--- config.mk ---
export PLATFORM = sky130hd
export DESIGN_NAME = nem_ohmux_2i_sel_arbiter
export DESIGN_NICKNAME = d
export VERILOG_FILES = /design/src/rtl/nem_ohmux_ctrl_pkg.sv /design/src/rtl/nem_relay_timer.sv /design/src/rtl/nem_ohmux_2i_sel_arbiter.sv
export SDC_FILE = /design/constraint.sdc
export NUM_CORES = 1
export LEC_CHECK = 0
export ABC_CLOCK_PERIOD_IN_PS = 3450
export CAP_MARGIN = 20
export CELL_PAD_IN_SITES_DETAIL_PLACEMENT = 1
export CELL_PAD_IN_SITES_GLOBAL_PLACEMENT = 1
export CORE_MARGIN = 1.5
export CORE_UTILIZATION = 44
export DETAILED_ROUTE_END_ITERATION = 10
export GPL_TIMING_DRIVEN = 0
export PLACE_DENSITY_LB_ADDON = 0.3
export SETUP_SLACK_MARGIN = 0.05
export SKIP_CTS_REPAIR_TIMING = 1
export SYNTH_ARGS = -nofsm -noshare
export SYNTH_HDL_FRONTEND = slang
export SYNTH_SLANG_ARGS = --single-unit
--- constraint.sdc ---
create_clock -name CP -period 3.45 [get_ports CP]
set_clock_uncertainty 0.05 [all_clocks]
set_input_delay 0.69 -clock CP [delete_from_list [all_inputs] [get_ports CP]]
set_output_delay 0.69 -clock CP [all_outputs]
set_load 0.03 [all_outputs]
--- src/rtl/nem_ohmux_ctrl_pkg.sv ---
// nem_ohmux_ctrl_pkg: shared state encoding, default relay timings and parameter range check
package nem_ohmux_ctrl_pkg;
  typedef enum logic [1:0] {IDLE, PULLIN, GRANTED, RELEASE} state_t;
  localparam int DEF_T_ON  = 6;
  localparam int DEF_T_OFF = 4;
  function automatic bit cycles_ok(input int v, input int w);
    return v >= 1 && v < (1 << w);
  endfunction
endpackage

--- src/rtl/nem_relay_timer.sv ---
// nem_relay_timer: loadable saturating down counter with zero flag, resets to its load value
module nem_relay_timer #(
  parameter int CNT_W = 4,
  parameter logic [CNT_W-1:0] RST_VAL = '0
) (
  input  logic             clk,
  input  logic             rst_n,
  input  logic             ld,
  input  logic [CNT_W-1:0] ld_val,
  output logic             zero
);
  logic [CNT_W-1:0] cnt;
  assign zero = cnt == '0;
  // load wins over counting; the count parks at zero until reloaded
  always_ff @(posedge clk or negedge rst_n)
    if (!rst_n) cnt <= RST_VAL;
    else if (ld) cnt <= ld_val;
    else if (!zero) cnt <= cnt - 1'b1;
endmodule

--- src/rtl/nem_ohmux_2i_sel_arbiter.sv ---
// nem_ohmux_2i_sel_arbiter: break-before-make relay select arbiter for a shared 2-input NEM mux
module nem_ohmux_2i_sel_arbiter
  import nem_ohmux_ctrl_pkg::*;
#(
  parameter int CNT_W    = 4,
  parameter int T_ON     = DEF_T_ON,
  parameter int T_OFF    = DEF_T_OFF,
  parameter int HOLD_MAX = 0
) (
  input  logic       CP,
  input  logic       CDN,
  input  logic [1:0] req,
  output logic [1:0] gnt,
  output logic       S0,
  output logic       S1,
  output logic       busy
);
  if (!cycles_ok(T_ON, CNT_W)) begin : g_bad_t_on
    $error("T_ON must fit in 1..2^CNT_W-1");
  end
  if (!cycles_ok(T_OFF, CNT_W)) begin : g_bad_t_off
    $error("T_OFF must fit in 1..2^CNT_W-1");
  end
  if (HOLD_MAX < 0) begin : g_bad_hold
    $error("HOLD_MAX must be non-negative");
  end

  localparam int HW = HOLD_MAX > 1 ? $clog2(HOLD_MAX) : 1;
  localparam logic [HW-1:0]    HOLD_LAST = HW'(HOLD_MAX > 0 ? HOLD_MAX - 1 : 0);
  localparam logic [CNT_W-1:0] LD_ON     = CNT_W'(T_ON - 1);
  localparam logic [CNT_W-1:0] LD_OFF    = CNT_W'(T_OFF - 1);

  state_t           state, state_n;
  logic             tgt, tgt_n, last, last_n, pick, ld, t_zero, hold_on, s_on;
  logic [CNT_W-1:0] ld_val;
  logic [HW-1:0]    hold, hold_n;
  logic             s0_n, s1_n, busy_n;
  logic [1:0]       gnt_n;

  assign pick    = &req ? ~last : req[1];
  assign hold_on = (HOLD_MAX != 0) && req[~tgt];

  nem_relay_timer #(.CNT_W(CNT_W), .RST_VAL(LD_OFF)) u_timer (
    .clk   (CP),
    .rst_n (CDN),
    .ld    (ld),
    .ld_val(ld_val),
    .zero  (t_zero)
  );

  // next-state, timer loads and the registered output values they imply
  always_comb begin
    state_n = state;
    tgt_n   = tgt;
    last_n  = last;
    hold_n  = hold;
    ld      = 1'b0;
    ld_val  = LD_ON;
    case (state)
      IDLE:
        if (|req) begin
          tgt_n   = pick;
          ld      = 1'b1;
          state_n = PULLIN;
        end
      PULLIN:
        if (!req[tgt]) begin
          ld      = 1'b1;
          ld_val  = LD_OFF;
          state_n = RELEASE;
        end else if (t_zero) begin
          last_n  = tgt;
          hold_n  = '0;
          state_n = GRANTED;
        end
      GRANTED:
        if (!req[tgt] || (hold_on && hold == HOLD_LAST)) begin
          ld      = 1'b1;
          ld_val  = LD_OFF;
          state_n = RELEASE;
        end else if (hold_on) hold_n = hold + 1'b1;
      RELEASE:
        if (t_zero) begin
          if (|req) begin
            tgt_n   = pick;
            ld      = 1'b1;
            state_n = PULLIN;
          end else state_n = IDLE;
        end
    endcase
    s_on   = state_n == PULLIN || state_n == GRANTED;
    s0_n   = s_on & ~tgt_n;
    s1_n   = s_on & tgt_n;
    gnt_n  = state_n == GRANTED ? {tgt_n, ~tgt_n} : 2'b00;
    busy_n = state_n != IDLE;
  end

  // reset lands in RELEASE so relays caught mid-travel still get the full release time
  always_ff @(posedge CP or negedge CDN)
    if (!CDN) begin
      state <= RELEASE;
      tgt   <= 1'b0;
      last  <= 1'b1;
      hold  <= '0;
      S0    <= 1'b0;
      S1    <= 1'b0;
      gnt   <= 2'b00;
      busy  <= 1'b1;
    end else begin
      state <= state_n;
      tgt   <= tgt_n;
      last  <= last_n;
      hold  <= hold_n;
      S0    <= s0_n;
      S1    <= s1_n;
      gnt   <= gnt_n;
      busy  <= busy_n;
    end
endmodule

==> results of run 1 <==
critical path, cell delays in order:
cell,delay (ps)
clkdlybuf4s50_1,530
mux2i_1,390
o21ai_0,150
a21boi_0,310
o32ai_1,180
ha_1,330
a21boi_0,120
cell type report:
| cell class | count | area [sq um] | area share, % |
|---|---|---|---|
| Buffer | 1 | 3.75 | 0.405 |
| Clock buffer | 4 | 26.3 | 2.83 |
| Inverter | 7 | 26.3 | 2.83 |
| Multi-Input combinational cell | 58 | 427 | 46.0 |
| Sequential cell | 13 | 333 | 35.9 |
| Tap cell | 25 | 31.3 | 3.37 |
| Timing Repair Buffer | 8 | 80.1 | 8.64 |
cells by family after synthesis:
logic type | Yosys count | synth area share, %
compound gates | 24 | 21.9
xor+xnor | 1 | 1.11
fa+ha+maj | 7 | 11.1
buf+inv | 8 | 3.80
flops | 13 | 42.2
mux | 1 | 1.27
simple gates | 25 | 18.7
state kept, by name, indices dropped and copies added, names as in the netlist:
signal       flops
S1               1
S0               1
state            2
gnt              2
busy             1
last             1
tgt              1
u_timer.cnt      4
per-layer routing:
metal	global-route usage [%]	vias to the layer above	share of wire, %
li1	-	310	-
met5	0	-	0
met2	38.0	13	56
met4	5.29	0	0
met3	8.00	0	4.5
met1	23.3	312	40
synthesized netlist by cell type, types with 2 or more instances:
library cell / count
a21oi_1: 2
dfstp_2: 6
o22a_1: 2
o21ai_0: 2
a21boi_0: 4
dfrtp_1: 7
o22ai_1: 2
nand3_1: 3
inv_1: 7
and3_1: 2
a31oi_1: 2
nor2_1: 4
o21a_1: 2
ha_1: 7
nand2_1: 6
per-stage QoR:
step / hold WS (ps) / cell area (sq um) / setup slack (ps)
after floorplan: 344 / 790 / 1150
after detailed placement: 479 / 901 / 557
after global placement: 475 / 901 / 565
after global routing: 525 / 927 / 686
after CTS: 491 / 927 / 848
final: 488 / 927 / 839
power by group:
group          internal [mW]  leakage [nW]  switching, mW
Clock                 0.0448        0.0150         0.0469
Combinational          0.255         0.234          0.321
Sequential             0.244         0.154         0.0513
worst paths after layout:
path / from / endpoint / slack (ps) / depth (start not counted)
max: req[1] / S1$_DFF_PN0_ / 840 / 7
min: last$_DFFE_PN1P_ / last$_DFFE_PN1P_ / 490 / 2
max reg2reg: u_timer.cnt[0]$_DFFE_PN1P_ / S1$_DFF_PN0_ / 960 / 8
min reg2reg: last$_DFFE_PN1P_ / last$_DFFE_PN1P_ / 490 / 2
max in group asynchronous: CDN / state[0]$_DFF_PN1_ / 2240 / 1
min in group asynchronous: CDN / u_timer.cnt[3]$_DFFE_PN0P_ / 730 / 1
==> flow_summary.toml, run 1 <==
[synth]
synth_seq_cells = 13
syn_nets = 90
yosys_warnings = 0
synthTopCellsByArea = "dfrtp_1 22%, dfstp_2 20%, ha_1 11%"
syn_inst = 79
synth_top_area_cell = "dfrtp_1"
synth.avg_cell_area_sq_um = 9.99
yosys_most_used_dff = "dfrtp_1"
synth_cell_types = 36
synth_edf_count = 0
syn_area_sq_um = 790
synthArstFlopShare_pct = 100
seq_area_frac_synth_pct = 42.2
yosys.area.top_type_share_pct = 22.2

[critical_path]
critPathLaunchType = "primary input"
end_kind = "flop"
arrival_ps = 2700
criticalPathCategory = "primary input to flop"
path_max_fanout = 8
critPathRequiredTime_ps = 3540

[cells_and_area]
antennaDiodeCount = 0
fin_nets = 103
drive_above_1_share_pct = 14.3
final_common_cell = "clkdlybuf4s50_1"
n_fill_cell = 193
final_cell_mix = "8 x clkdlybuf4s50_1, 7 x dfrtp_1, 7 x inv_1, 7 x ha_1"
fin_cells = 116
final_util_pct = 54.3
synthToLayoutAreaGrowth_pct = 17.4

[sta]
fin_crit_sh_pct = 75.7
rsz0062_at_grt = "false"
slew_viol_final = 0
setup_viol = 0
fin_setup_tns_ps = 0
final_hold_viol_count = 0
max_freq_ghz = 0.383
period_needed_ps = 2610
worst_slew_pin_slew_ps = 575
slew_headroom_pct = 61.5

[drt]
antenna_left = 0
dr.pass1.iters = 4
routed_wl_um = 1750
drt_iter0_drc = 15
via_per_inst = 5.47
drc = 0
wl_per_cell_um = 15.1
num_vias = 635

[clocking]
tritoncts = "done"
clk_latency_ps = 270
cts-root-buf = "clkbuf_4"
cts_made_buffers = 3
htree_levels = 1
clock_sink_count = 13
cts_buffer_depth = 2
clk_pin_slew_ps = 80

[floorplan]
die_x_um = 45.4
core_area_sq_um = 1710
rows = 15
die_y_um = 45.4
num_io_pins = 9
initial_core_util_pct = 46.2
fp.dieArea_sq_um = 2060

[worst_hold_path]
hold_path.class = "flop to flop"

[flow_run]
max-cap-violations = 0

[power_and_ir_drop]
power.density_nw_per_um2 = 1040
ir_worst_vdd_v = 0.000534
p_leak_nw = 0.403
p_total_mw = 0.963

[global_routing]
grt-ovfl-total = 0
antenna_found_initial = 0
grtUsageTotal_pct = 21.2
grt_max_degree = 14
grt_pass1_wl_um = 3030
first_global_vias = 684

[placed_design]
dp_hpwl_um = 1350
dp.cells = 112
place.gp.congestion = 0.778
portBuffers = 8

[status]
status = "finished clean"
Note: power is estimated with default switching activity, not from simulation.
==> inputs of run 2 (changes only) <==
ABC_CLOCK_PERIOD_IN_PS = 2600   (was 3450)
CORE_UTILIZATION = 41   (was 44)
clock period = 2.6 ns   (was 3.45 ns; I/O delays follow)
==> run 2 against run 1 <==
Against the previous run: via count up 4.6%; worst setup slack worse by 670 ps; utilization up 0.11 points; critical path depth up 1; first-iteration DRC count down 40%; clock-buffer cell count down 1; clock power up 36%; die area up 6.8%.
==> flow_summary.toml, run 2 (synthesis gave the netlist of run 1 again) <==
[global_routing]
grt_max_degree = 14
grt_pass1_wl_um = 3050
first_global_vias = 640
grtUsageTotal_pct = 20.2
grt-ovfl-total = 0
antenna_found_initial = 0

[clocking]
clk_pin_slew_ps = 80
cts_buffer_depth = 2
htree_levels = 1
tritoncts = "done"
clock_sink_count = 13
cts-root-buf = "clkbuf_4"
cts_made_buffers = 3
clk_latency_ps = 280

[sta]
setup_viol = 0
rsz0062_at_grt = "false"
fin_crit_sh_pct = 93.7
slew_headroom_pct = 61.0
max_freq_ghz = 0.411
period_needed_ps = 2440
worst_slew_pin_slew_ps = 583
slew_viol_final = 0
fin_setup_tns_ps = 0
final_hold_viol_count = 0
hold-worst-slack_ps = 489

[drt]
drc = 0
wl_per_cell_um = 15.9
num_vias = 664
antenna_left = 0
via_per_inst = 5.72
routed_wl_um = 1840
drt_iter0_drc = 9
dr.pass1.iters = 4

[cells_and_area]
final_util_pct = 54.4
final_cell_mix = "8 x clkdlybuf4s50_1, 7 x dfrtp_1, 7 x inv_1"
top_regs = "u_timer.cnt: 4 flops, gnt: 2 flops, state: 2 flops"
final_common_cell = "clkdlybuf4s50_1"
synthToLayoutAreaGrowth_pct = 21.6
fin_nets = 103
drive_above_1_share_pct = 18.7
antennaDiodeCount = 0
top_register = "u_timer.cnt"
largest_reg_flops = 4

[power_and_ir_drop]
ir_worst_vdd_v = 0.000630
power.density_nw_per_um2 = 1410
p_leak_nw = 0.408

[critical_path]
critPathRequiredTime_ps = 2700
path_max_fanout = 6
cp_top_family = "compound AO/OA/AOI/OAI gates"
arrival_ps = 2530
critPathLaunchType = "flop"
r2r_setup_slack_ps = 160
path_buf_inv = 1
criticalPathCategory = "flop to flop"
end_kind = "flop"
r2r_cells = 8
slowest_stage = "or3b_4"
slowest_delay_ps = 430
path_cells = "inv_1, ha_2, or3b_4, o21a_1, o22a_1, o32ai_4, ha_1, a21boi_0"
crit_cells = 8

[worst_hold_path]
holdPathStages = 2
hold_path.class = "flop to flop"

[floorplan]
core_area_sq_um = 1760
rows = 15
num_io_pins = 9
die_y_um = 46.9
fp.dieArea_sq_um = 2200
die_x_um = 46.9
initial_core_util_pct = 44.8

[placed_design]
place.gp.congestion = 0.780
portBuffers = 8
dp_hpwl_um = 1310

[flow_run]
max-cap-violations = 0

[status]
status = "finished clean"
[run 2: power breakdown]
group          leakage (nW)  internal, mW  total [mW]  switching, mW
registers             0.154         0.323       0.405         0.0818
clock network        0.0177        0.0571       0.125         0.0682
logic                 0.236         0.376       0.826          0.450
total                 0.408         0.756        1.36          0.600
[run 2: final timing paths]
| path | start | to |
|---|---|---|
| setup / recovery | u_timer.cnt[0]$_DFFE_PN1P_ | S1$_DFF_PN0_ |
| hold / removal | last$_DFFE_PN1P_ | last$_DFFE_PN1P_ |
| setup reg to reg | u_timer.cnt[0]$_DFFE_PN1P_ | S1$_DFF_PN0_ |
| hold reg to reg | last$_DFFE_PN1P_ | last$_DFFE_PN1P_ |
| max in group asynchronous | CDN | gnt[0]$_DFF_PN0_ |
| min in group asynchronous | CDN | u_timer.cnt[3]$_DFFE_PN0P_ |
[run 2: worst register-to-register path, delay by kind of cell, from the launching register on]
family / cells / cell delay (ps)
AOI/OAI and AO/OA: 4 / 860
adders and majority gates: 2 / 510
and+or+nand+nor: 1 / 430
buffers and inverters: 1 / 80
DFF: 1 / 370
[run 2: metal layers]
metal	track usage (%)	wire length [um]
met1	23.1	795
met2	36.4	970
met3	6.15	60
met4	5.00	13
met5	0	0
[run 2: final cells by class]
cell class / count / area, sq um
Fill cell: 215 / 805
Tap cell: 25 / 31.3
Timing Repair Buffer: 8 / 80.1
Multi-Input combinational cell: 58 / 458
Buffer: 1 / 3.75
Inverter: 7 / 26.3
Clock inverter: 1 / 5.00
Sequential cell: 13 / 333
Clock buffer: 3 / 22.5
[run 2: per-stage QoR]
stage / setup slack (ps) / total power, mW / instance area, sq um / cells
after floorplan: 296 / 0.940 / 790 / 79
after global placement: -176 / 1.12 / 901 / 112
after detailed placement: -253 / 1.15 / 901 / 112
after CTS: -12.3 / 1.29 / 928 / 116
after global routing: 60.8 / 1.49 / 960 / 116
final: 165 / 1.36 / 960 / 116
==> inputs of run 3 (changes only) <==
ABC_AREA = 1   (was default)
CORE_UTILIZATION = 39   (was 41)
==> run 3 against run 2 <==
Against the previous run: register-to-register slack better by 310 ps; routed wire length up 7.3%; die area up 7.8%; cell area down 0.65%; global-route usage down 0.54 points; via count up 7.8%; synthesized cell count up 30%; first-iteration DRC count up 33%; non-clock buffer count down 1; clock power up 5%; synthesized area up 3.0%; sequential cell count unchanged.
==> flow_summary.toml, run 3 <==
[critical_path]
path_buf_inv = 3
path_max_fanout = 5
critPathRequiredTime_ps = 2720
end_kind = "flop"
path_cells = "clkdlybuf4s50_1, nand2_1, nand2_1, inv_1, o21ai_0, nand3_1, o21bai_1, ha_1, inv_1, a21oi_1"
slowest_stage = "clkdlybuf4s50_1"
slowest_delay_ps = 580
arrival_ps = 2370
r2r_setup_slack_ps = 470
cp_top_family = "buffers and inverters"
criticalPathCategory = "primary input to flop"
critPathLaunchType = "primary input"

[synth]
synth_edf_count = 0
synthArstFlopShare_pct = 100
seq_area_frac_synth_pct = 40.9
synth_top_area_cell = "dfrtp_1"
syn_nets = 114
yosys_most_used_dff = "dfrtp_1"
yosysMostFrequentCell = "nand2_1"
syn_area_sq_um = 813
synth.avg_cell_area_sq_um = 7.90
synth_cell_types = 21
yosys-top-cells-count = "24 x nand2_1, 16 x inv_1, 10 x nor2_1"
yosys.area.top_type_share_pct = 21.5
synthTopCellsByArea = "dfrtp_1 22%, dfstp_2 19%, nand2_1 11%"
syn_inst = 103
synth_seq_cells = 13
yosys_warnings = 0

[sta]
max_freq_ghz = 0.445
slew_viol_final = 0
rsz0062_at_grt = "false"
worst_slew_pin_slew_ps = 631
fin_setup_tns_ps = 0
fin_crit_sh_pct = 86.5
slew_headroom_pct = 57.8
setup_viol = 0
final_hold_viol_count = 0
period_needed_ps = 2250

[floorplan]
die_y_um = 48.7
die_x_um = 48.7
fp.dieArea_sq_um = 2370
rows = 16
core_area_sq_um = 1960
initial_core_util_pct = 41.5
num_io_pins = 9

[placed_design]
place_area_sq_um = 927
place.gp.congestion = 0.796
dp.cells = 138
dp_hpwl_um = 1530
portBuffers = 8

[cells_and_area]
fin_cells = 142
top_register = "u_timer.cnt"
synthToLayoutAreaGrowth_pct = 17.2
final_cell_mix = "24 x nand2_1, 16 x inv_1, 10 x nor2_1"
top_regs = "u_timer.cnt: 4 flops, gnt: 2 flops, state: 2 flops"
final_area_sq_um = 953
drive_above_1_share_pct = 17.4
fin_nets = 127
final_common_cell = "nand2_1"
largest_reg_flops = 4
antennaDiodeCount = 0

[clocking]
htree_levels = 1
clk_pin_slew_ps = 80
tritoncts = "done"
cts_made_buffers = 3
cts-root-buf = "clkbuf_4"
cts_buffer_depth = 2
clk_latency_ps = 280
clock_sink_count = 13

[global_routing]
antenna_found_initial = 0
grt_pass1_wl_um = 3550
grt_max_degree = 14
first_global_vias = 822
grt-ovfl-total = 0
grtUsageTotal_pct = 19.6

[drt]
drc = 0
wl_per_cell_um = 13.9
via_per_inst = 5.04
dr.pass1.iters = 4
drt_iter0_drc = 12
routed_wl_um = 1980
antenna_left = 0
num_vias = 716

[power_and_ir_drop]
power.density_nw_per_um2 = 1380
p_leak_nw = 0.476
ir_worst_vdd_v = 0.000675

[worst_hold_path]
hold_path.class = "flop to flop"

[status]
status = "finished clean"

[flow_run]
max-cap-violations = 0
## run 3: cells by family after synthesis
logic type | share of synthesized area [%]
flip-flops | 40.9
AO/OA/AOI/OAI | 9.85
AND/OR/NAND/NOR | 28.9
buffers and inverters | 7.38
XOR/XNOR | 2.15
adder cells (fa/ha/maj) | 10.8
## run 3: power breakdown
| group | internal [mW] | switching [mW] | leakage (nW) |
|---|---|---|---|
| Combinational | 0.282 | 0.510 | 0.307 |
| Sequential | 0.330 | 0.0646 | 0.154 |
| Clock | 0.0597 | 0.0712 | 0.0150 |
## run 3: routing by layer
layer | wire length, um | GRT usage [%]
met4 | 45 | 8.57
met1 | 904 | 22.4
met3 | 44 | 2.47
met2 | 981 | 36.3
met5 | 0 | 0
## run 3: layout make-up
| type | count | area (sq um) |
|---|---|---|
| Clock buffer | 4 | 26.3 |
| Fill cell | 262 | 1010 |
| Inverter | 16 | 60.1 |
| Multi-Input combinational cell | 74 | 420 |
| Sequential cell | 13 | 333 |
| Tap cell | 27 | 33.8 |
| Timing Repair Buffer | 8 | 80.1 |
## run 3: path summary, 6_finish.rpt
path	from	endpoint	cells after the start
worst max-delay path	req[0]	S1$_DFF_PN0_	10
worst min-delay path	u_timer.cnt[1]$_DFFE_PN1P_	u_timer.cnt[1]$_DFFE_PN1P_	2
worst max register to register	u_timer.cnt[0]$_DFFE_PN1P_	S1$_DFF_PN0_	11
worst min register to register	u_timer.cnt[1]$_DFFE_PN1P_	u_timer.cnt[1]$_DFFE_PN1P_	2
max in group asynchronous	CDN	u_timer.cnt[2]$_DFFE_PN0P_	1
min in group asynchronous	CDN	S0$_DFF_PN0_	1
## run 3: metrics by stage
step / setup WS, ps / hold WS (ps) / util (%) / power [mW]
4_1_cts: 380 / 438 / 48.6 / 1.33
2_1_floorplan: 726 / 174 / - / 0.963
3_3_place_gp: 197 / 411 / 47.3 / 1.14
5_1_grt: 191 / 467 / 48.6 / 1.45
3_5_place_dp: 95.0 / 425 / 47.3 / 1.19
6_report: 352 / 432 / 48.6 / 1.32
## run 3: worst register-to-register path, delay by kind of cell (launching register included)
kind / cells / cell delay, ps
buffers and inverters: 2 / 140
adders and majority gates: 2 / 540
DFF: 1 / 540
and+or+nand+nor: 4 / 350
AOI/OAI and AO/OA: 3 / 400
